`src/rtl/div_issue_ctrl_pkg.sv`:
```
// div_ctrl_pkg: shared definitions for the EX-stage divider issue controller.
//   - div_state_e : controller FSM states
//   - TAG_W_DEF   : default width of the destination-register tag
//   - OP_SIGNED / OP_MOD : encodings of the req_signed / req_mod request bits
//   - sel_result  : picks quotient or remainder according to the mod bit
package div_ctrl_pkg;

  localparam int TAG_W_DEF = 5;

  // req_signed = OP_SIGNED selects DIV.W/MOD.W; req_mod = OP_MOD returns the remainder.
  localparam logic OP_SIGNED = 1'b1;
  localparam logic OP_MOD    = 1'b1;

  typedef enum logic [2:0] {
    IDLE  = 3'd0,
    ISSUE = 3'd1,
    BUSY  = 3'd2,
    DRAIN = 3'd3,
    HOLD  = 3'd4
  } div_state_e;

  function automatic logic [31:0] sel_result(input logic mod, input logic [31:0] q,
                                             input logic [31:0] r);
    return (mod == OP_MOD) ? r : q;
  endfunction

endpackage

```
`src/rtl/div_issue_ctrl_if.sv`:
```
// div_issue_ctrl_if: bundles the three handshakes of the divider issue controller.
//   request side : req_valid/req_ready + operands and tag from EX, ex_stall back to EX
//   core side    : core_start/core_ready + operands to the divider core,
//                  core_done/core_q/core_r back from it
//   result side  : res_valid/res_ready + res_data/res_tag towards MEM
// Modport master is the controller; slave is the surrounding pipeline/core.
interface div_issue_ctrl_if
  import div_ctrl_pkg::*;
#(
  parameter int TAG_W = TAG_W_DEF
) ();

  logic             req_valid;
  logic             req_ready;
  logic             req_signed;
  logic             req_mod;
  logic [31:0]      req_x;
  logic [31:0]      req_y;
  logic [TAG_W-1:0] req_tag;
  logic             ex_stall;

  logic             core_start;
  logic             core_ready;
  logic             core_signed;
  logic [31:0]      core_x;
  logic [31:0]      core_y;
  logic             core_done;
  logic [31:0]      core_q;
  logic [31:0]      core_r;

  logic             res_valid;
  logic             res_ready;
  logic [31:0]      res_data;
  logic [TAG_W-1:0] res_tag;

  modport master (
    input  req_valid, req_signed, req_mod, req_x, req_y, req_tag,
    output req_ready, ex_stall,
    output core_start, core_signed, core_x, core_y,
    input  core_ready, core_done, core_q, core_r,
    output res_valid, res_data, res_tag,
    input  res_ready
  );

  modport slave (
    output req_valid, req_signed, req_mod, req_x, req_y, req_tag,
    input  req_ready, ex_stall,
    input  core_start, core_signed, core_x, core_y,
    output core_ready, core_done, core_q, core_r,
    input  res_valid, res_data, res_tag,
    output res_ready
  );

endinterface

```
`src/rtl/div_issue_ctrl.sv`:
```
// div_issue_ctrl: sequences the shared 32-bit divider core for EX.
//   clk    : clock
//   resetn : synchronous active-low reset (does not reset the divider core)
//   flush  : exception/ERTN cancel from WB
//   bus    : div_issue_ctrl_if.master - request (EX), core and result (MEM) handshakes
// One divide at a time: IDLE latches the request, ISSUE hands operands to the
// core, BUSY waits for core_done, HOLD presents the result to MEM. A zero
// divisor bypasses the core entirely. DRAIN swallows the done pulse of an
// operation that was flushed while the core was still working on it.
module div_issue_ctrl
  import div_ctrl_pkg::*;
#(
  parameter int TAG_W = TAG_W_DEF
) (
  input  logic             clk,
  input  logic             resetn,
  input  logic             flush,
  div_issue_ctrl_if.master bus
);

  div_state_e       state_q, state_d;
  logic             signed_q, signed_d;
  logic             mod_q, mod_d;
  logic [31:0]      x_q, x_d;
  logic [31:0]      y_q, y_d;
  logic [TAG_W-1:0] tag_q, tag_d;
  logic [31:0]      data_q, data_d;

  logic             req_ready;
  logic             core_start;
  logic             res_valid;

  always_ff @(posedge clk) begin
    if (!resetn) begin
      state_q  <= IDLE;
      signed_q <= 1'b0;
      mod_q    <= 1'b0;
      x_q      <= '0;
      y_q      <= '0;
      tag_q    <= '0;
      data_q   <= '0;
    end else begin
      state_q  <= state_d;
      signed_q <= signed_d;
      mod_q    <= mod_d;
      x_q      <= x_d;
      y_q      <= y_d;
      tag_q    <= tag_d;
      data_q   <= data_d;
    end
  end

  always_comb begin
    state_d    = state_q;
    signed_d   = signed_q;
    mod_d      = mod_q;
    x_d        = x_q;
    y_d        = y_q;
    tag_d      = tag_q;
    data_d     = data_q;
    req_ready  = 1'b0;
    core_start = 1'b0;
    res_valid  = 1'b0;

    case (state_q)
      IDLE: begin
        req_ready = 1'b1;
        if (bus.req_valid && !flush) begin
          signed_d = bus.req_signed;
          mod_d    = bus.req_mod;
          x_d      = bus.req_x;
          y_d      = bus.req_y;
          tag_d    = bus.req_tag;
          if (bus.req_y == 32'd0) begin
            // Divide by zero never reaches the core: quotient 0, remainder x.
            data_d  = sel_result(bus.req_mod, 32'd0, bus.req_x);
            state_d = HOLD;
          end else begin
            state_d = ISSUE;
          end
        end
      end

      ISSUE: begin
        // Gating with flush keeps a cancelled op from ever starting the core.
        core_start = !flush;
        if (flush) begin
          state_d = IDLE;
        end else if (bus.core_ready) begin
          state_d = BUSY;
        end
      end

      BUSY: begin
        if (flush) begin
          // If done arrives with the flush there is nothing left to drain.
          state_d = bus.core_done ? IDLE : DRAIN;
        end else if (bus.core_done) begin
          data_d  = sel_result(mod_q, bus.core_q, bus.core_r);
          state_d = HOLD;
        end
      end

      DRAIN: begin
        // Flush is irrelevant here; only the stale done pulse releases us.
        if (bus.core_done) begin
          state_d = IDLE;
        end
      end

      HOLD: begin
        res_valid = 1'b1;
        if (flush || bus.res_ready) begin
          state_d = IDLE;
        end
      end

      default: state_d = IDLE;
    endcase
  end

  assign bus.req_ready   = req_ready;
  assign bus.core_start  = core_start;
  assign bus.core_signed = (signed_q == OP_SIGNED);
  assign bus.core_x      = x_q;
  assign bus.core_y      = y_q;
  assign bus.res_valid   = res_valid;
  assign bus.res_data    = data_q;
  assign bus.res_tag     = tag_q;

  // EX leaves the stall in the very cycle MEM takes the result.
  assign bus.ex_stall = bus.req_valid & ~(res_valid & bus.res_ready) & ~flush;

  // The core may only signal done while an operation is outstanding.
  a_done_protocol: assert property (@(posedge clk) disable iff (!resetn)
    !(bus.core_done && (state_q == IDLE || state_q == ISSUE || state_q == HOLD)));

endmodule

```
`src/flat_wrapper.sv`:
```
// flat-port wrapper written by rule: the top's interface ports become plain ports
module div_issue_ctrl_flat import div_ctrl_pkg::*;
#(
  parameter int TAG_W = TAG_W_DEF
)
  (clk, resetn, flush, bus_req_valid, bus_req_signed, bus_req_mod, bus_req_x, bus_req_y, bus_req_tag, bus_req_ready, bus_ex_stall, bus_core_start, bus_core_signed, bus_core_x, bus_core_y, bus_core_ready, bus_core_done, bus_core_q, bus_core_r, bus_res_valid, bus_res_data, bus_res_tag, bus_res_ready);
  div_issue_ctrl_if #(.TAG_W(TAG_W)) bus_i ();
  input  logic clk;
  input  logic resetn;
  input  logic flush;
  input wire logic [$bits(bus_i.req_valid)-1:0] bus_req_valid;
  input wire logic [$bits(bus_i.req_signed)-1:0] bus_req_signed;
  input wire logic [$bits(bus_i.req_mod)-1:0] bus_req_mod;
  input wire logic [$bits(bus_i.req_x)-1:0] bus_req_x;
  input wire logic [$bits(bus_i.req_y)-1:0] bus_req_y;
  input wire logic [$bits(bus_i.req_tag)-1:0] bus_req_tag;
  output wire logic [$bits(bus_i.req_ready)-1:0] bus_req_ready;
  output wire logic [$bits(bus_i.ex_stall)-1:0] bus_ex_stall;
  output wire logic [$bits(bus_i.core_start)-1:0] bus_core_start;
  output wire logic [$bits(bus_i.core_signed)-1:0] bus_core_signed;
  output wire logic [$bits(bus_i.core_x)-1:0] bus_core_x;
  output wire logic [$bits(bus_i.core_y)-1:0] bus_core_y;
  input wire logic [$bits(bus_i.core_ready)-1:0] bus_core_ready;
  input wire logic [$bits(bus_i.core_done)-1:0] bus_core_done;
  input wire logic [$bits(bus_i.core_q)-1:0] bus_core_q;
  input wire logic [$bits(bus_i.core_r)-1:0] bus_core_r;
  output wire logic [$bits(bus_i.res_valid)-1:0] bus_res_valid;
  output wire logic [$bits(bus_i.res_data)-1:0] bus_res_data;
  output wire logic [$bits(bus_i.res_tag)-1:0] bus_res_tag;
  input wire logic [$bits(bus_i.res_ready)-1:0] bus_res_ready;
  assign bus_i.req_valid = bus_req_valid;
  assign bus_i.req_signed = bus_req_signed;
  assign bus_i.req_mod = bus_req_mod;
  assign bus_i.req_x = bus_req_x;
  assign bus_i.req_y = bus_req_y;
  assign bus_i.req_tag = bus_req_tag;
  assign bus_req_ready = bus_i.req_ready;
  assign bus_ex_stall = bus_i.ex_stall;
  assign bus_core_start = bus_i.core_start;
  assign bus_core_signed = bus_i.core_signed;
  assign bus_core_x = bus_i.core_x;
  assign bus_core_y = bus_i.core_y;
  assign bus_i.core_ready = bus_core_ready;
  assign bus_i.core_done = bus_core_done;
  assign bus_i.core_q = bus_core_q;
  assign bus_i.core_r = bus_core_r;
  assign bus_res_valid = bus_i.res_valid;
  assign bus_res_data = bus_i.res_data;
  assign bus_res_tag = bus_i.res_tag;
  assign bus_i.res_ready = bus_res_ready;
  div_issue_ctrl #(.TAG_W(TAG_W)) u_core (.clk(clk), .resetn(resetn), .flush(flush), .bus(bus_i));
endmodule
```
`config.mk`:
```
export PLATFORM = sky130hd
export DESIGN_NAME = div_issue_ctrl_flat
export DESIGN_NICKNAME = d
export VERILOG_FILES = /design/src/rtl/div_issue_ctrl_pkg.sv /design/src/rtl/div_issue_ctrl_if.sv /design/src/rtl/div_issue_ctrl.sv /design/src/flat_wrapper.sv
export SDC_FILE = /design/constraint.sdc
export NUM_CORES = 1
export LEC_CHECK = 0
export ABC_AREA = 1
export BUFFER_PORTS_ARGS = -buffer_cell sky130_fd_sc_hd__buf_2
export CAP_MARGIN = 10
export CORE_UTILIZATION = 49
export DETAILED_ROUTE_END_ITERATION = 10
export PLACE_DENSITY = 0.91
export SKIP_CTS_REPAIR_TIMING = 1
export SLEW_MARGIN = 5
export SYNTH_ARGS = -nofsm -noshare
export SYNTH_HDL_FRONTEND = slang
export SYNTH_SLANG_ARGS = --single-unit
```
`constraint.sdc`:
```
create_clock -name clk -period 4.1 [get_ports clk]
set_clock_uncertainty 0.05 [all_clocks]
set_input_delay 0.41 -clock clk [delete_from_list [all_inputs] [get_ports clk]]
set_output_delay 0.41 -clock clk [all_outputs]
set_load 0.01 [all_outputs]
```
==> PnR_summary.wiki <==
{| class="wikitable"
! Metric !! Value
|-
| Count of final hold-check violations || 0
|-
| Minimum clock period || ~2.4 ns
|-
| Die area || around 10000 um2
|-
| Cell at the slowest stage of the critical path || buf_4
|-
| First-pass GRT wire length || ~23000 um
|-
| Synth Area per Inst || approximately 6.7 um2
|-
| Start of the worst register-to-register path || u_core.state_q[0]$_SDFFE_PN0P_
|-
| Portion of synthesized cell area occupied by the leading cell type || 0.447
|-
| Worst rel slew slack || 0.200
|-
| Routed via count || around 5400
|-
| Maximum Capacitance Violations || 0
|-
| Number of clock sinks || 106
|-
| Cell type with the largest total area after synthesis || dfxtp_1
|-
| All-Layer GR Usage || 0.290
|-
| Buffers on Ports || about 250
|-
| Routed Antenna Nets || 0
|-
| Drt first pass iters || 5
|-
| Row cnt || 35
|-
| Routability Congestion || around 0.84
|-
| Sum of net half-perimeters after detailed placement || around 11000 um
|-
| Seq cells post-synth || 106
|-
| Initial cell density of the core || 0.509
|-
| Run status || complete, no violations
|-
| Core box area || 9330 um2
|-
| Post-Synthesis Cells || roughly 710
|-
| Leakage Power || 3.04 nW
|-
| CP Cell Sequence || nor3_4 > nand2_2 > o31ai_4 > buf_4 > nand2_1 > nand2_1 > nand2_1 > nor2_1
|-
| Total negative setup slack || 0 ns
|-
| Upper clock frequency limit || between 0.4 and 0.5 GHz
|-
| Leading cell type in the layout, fill and taps excluded || buf_2
|-
| Final cell area excluding filler cells || approximately 6100 um2
|-
| Routed wire length per instance || roughly 14 um
|-
| Number of vias per cell || ~5.2
|-
| TritonCTS clock tree || done
|-
| DRC violations left || 0
|-
| Placed standard-cell area || around 6000 um2
|-
| Delay of the slowest cell on the worst path || roughly 0.46 ns
|-
| Die height || between 100 and 150 um
|-
| Most frequent cells in the layout || buf_2 (247), nor2_1 (200), nand2_1 (122)
|-
| Worst skew pair latency || roughly 0.36 ns
|-
| Net Count, Synth || between 800 and 900
|-
| Ports || between 200 and 250
|-
| Endpoint type of the worst setup path || flop
|-
| Post-synthesis instance area || 4740 um2
|-
| Cell with the most instances on the worst path || nand2_1
|-
| Cell Pwr Density || 379 nW/um2
|-
| Min-Delay Startpoint || bus_req_tag[3]
|-
| Launch point of the critical path || u_core.state_q[0]$_SDFFE_PN0P_
|-
| Horiz. Die Dim || between 100 and 150 um
|-
| Pin slew with the least headroom to its limit || 1.20 ns
|-
| Layout cell share with drive strength beyond 1 || 0.298
|-
| Final core occ || 0.658
|-
| Clk pin slew, worst setup/hold paths || 0.11 ns
|-
| Worst-case clock buffer depth || 2
|-
| Largest fanout on the critical path || 55
|-
| Endpoint arrival time on the critical path || between 2 and 3 ns
|-
| Initial antenna violation count || 1
|-
| Sequential element share of the synthesized area || 0.447
|-
| WP buf/inv || 1
|-
| Number of setup violations in the final report || 0
|-
| Library cell used as clock root buffer || clkbuf_8
|-
| Setup repair after global routing missed its margin || no
|-
| Ratio of final minimum period to clock period || 0.579
|-
| Number of buffers created by CTS || 9
|-
| Nets || around 1100
|-
| CP Data Required Time || around 4.3 ns
|-
| Worst Setup Path Type || flop to flop
|-
| Hold Crit Class || input pin to flop
|-
| Number of levels the H-tree was split into || 3
|-
| Leftover overflow at the end of global routing || 0
|-
| Max Slew Vio Count || 0
|-
| Yosys warnings || 0
|-
| Number of DRC markers in iteration 0 || 263
|-
| Distinct cells, synth || 20
|-
| Via count of the first global-routing pass || about 4700
|-
| Startpoint types || flop
|-
| Area overhead of the layout relative to synthesis || 29.5%
|-
| Main area contributors after synthesis || dfxtp_1 (45%), nor2_1 (16%), nand2_1 (9.7%), o21ai_0 (7.6%), a21oi_1 (6.5%)
|-
| Largest net degree at the start of global routing || approximately 110
|-
| Total Routed Length || roughly 15000 um
|-
| IR drop worst, VDD || approximately 0.00025 V
|-
| Cell family contributing the most delay on the critical path || simple AND/OR/NAND/NOR gates
|}
-- final timing paths --
check,cells past startpoint,slack [ns],to
hold reg to reg,2,0.44,u_core.bus.core_x[29]$_SDFFE_PN0P_
setup / recovery,8,1.73,u_core.bus.res_data[2]$_SDFFE_PN0P_
hold / removal,3,0.24,u_core.bus.res_tag[3]$_SDFFE_PN0P_
setup reg to reg,8,1.73,u_core.bus.res_data[2]$_SDFFE_PN0P_
-- state kept, by name, indices dropped and copies added (netlist names) --
signal                  cells
u_core.bus.core_x          32
u_core.bus.res_data        32
u_core.mod_q                1
u_core.bus.core_signed      1
u_core.bus.res_tag          5
u_core.state_q              3
u_core.bus.core_y          32
-- stage by stage --
stage,hold slack (ns),instances,power (W),setup WS (ns)
after floorplan,0.461,708,0.00152,2.43
after global placement,0.404,1033,0.00174,1.78
after detailed placement,0.415,1033,0.00175,1.71
after CTS,0.220,1049,0.00234,1.73
after global routing,0.243,1050,0.00246,1.45
final,0.237,1050,0.00233,1.73
-- power breakdown --
group	switching (W)	internal (W)
Clock	0.000371	0.000229
Sequential	0.0000441	0.00112
Combinational	0.000351	0.000217
Total	0.000766	0.00156
-- metal layers --
metal / global-route usage / part of all wire
met5: 0 / 0
met3: 0.0536 / 0.081
met2: 0.499 / 0.48
met4: 0.128 / 0.032
met1: 0.353 / 0.40
-- synth_stat cells, drive strengths merged --
cell type / instances
nand2: 123
a41oi: 1
nor2: 200
o31ai: 1
a21oi: 62
clkbuf: 32
nor3: 3
o2111ai: 1
dfxtp: 106
buf: 25
nand3: 30
o21ai: 73
a31oi: 33
inv: 18
-- cell families (layout without fill, tap and decap cells) --
kind of cell | after synthesis | after routing | share of synthesized area
AO/OA/AOI/OAI | 171 | 171 | 0.194
buffers and inverters | 75 | 287 | 0.0657
flip-flops | 106 | 106 | 0.447
other | 0 | 1 | 0
AND/OR/NAND/NOR | 356 | 356 | 0.293
-- worst reg2reg max path, stage by stage, from the launching register on --
cell and delay, ns:
dfxtp_1 0.39, nor3_4 0.37, nand2_2 0.27, o31ai_4 0.11, buf_4 0.46, nand2_1 0.35
nand2_1 0.15, nand2_1 0.05, nor2_1 0.10
-- final cells by class --
| cell class | instances | area, um2 |
|---|---|---|
| clock buffer | 10 | 128 |
| sequential | 106 | 2120 |
| fill | 881 | 3190 |
| tap | 129 | 161 |
| inverter | 18 | 67.6 |
| multi-input combinational | 527 | 2330 |
| antenna | 1 | 2.50 |
| timing repair buffer | 253 | 1280 |
| clock inverter | 6 | 50.0 |
Power figures use the tool's default switching activity.
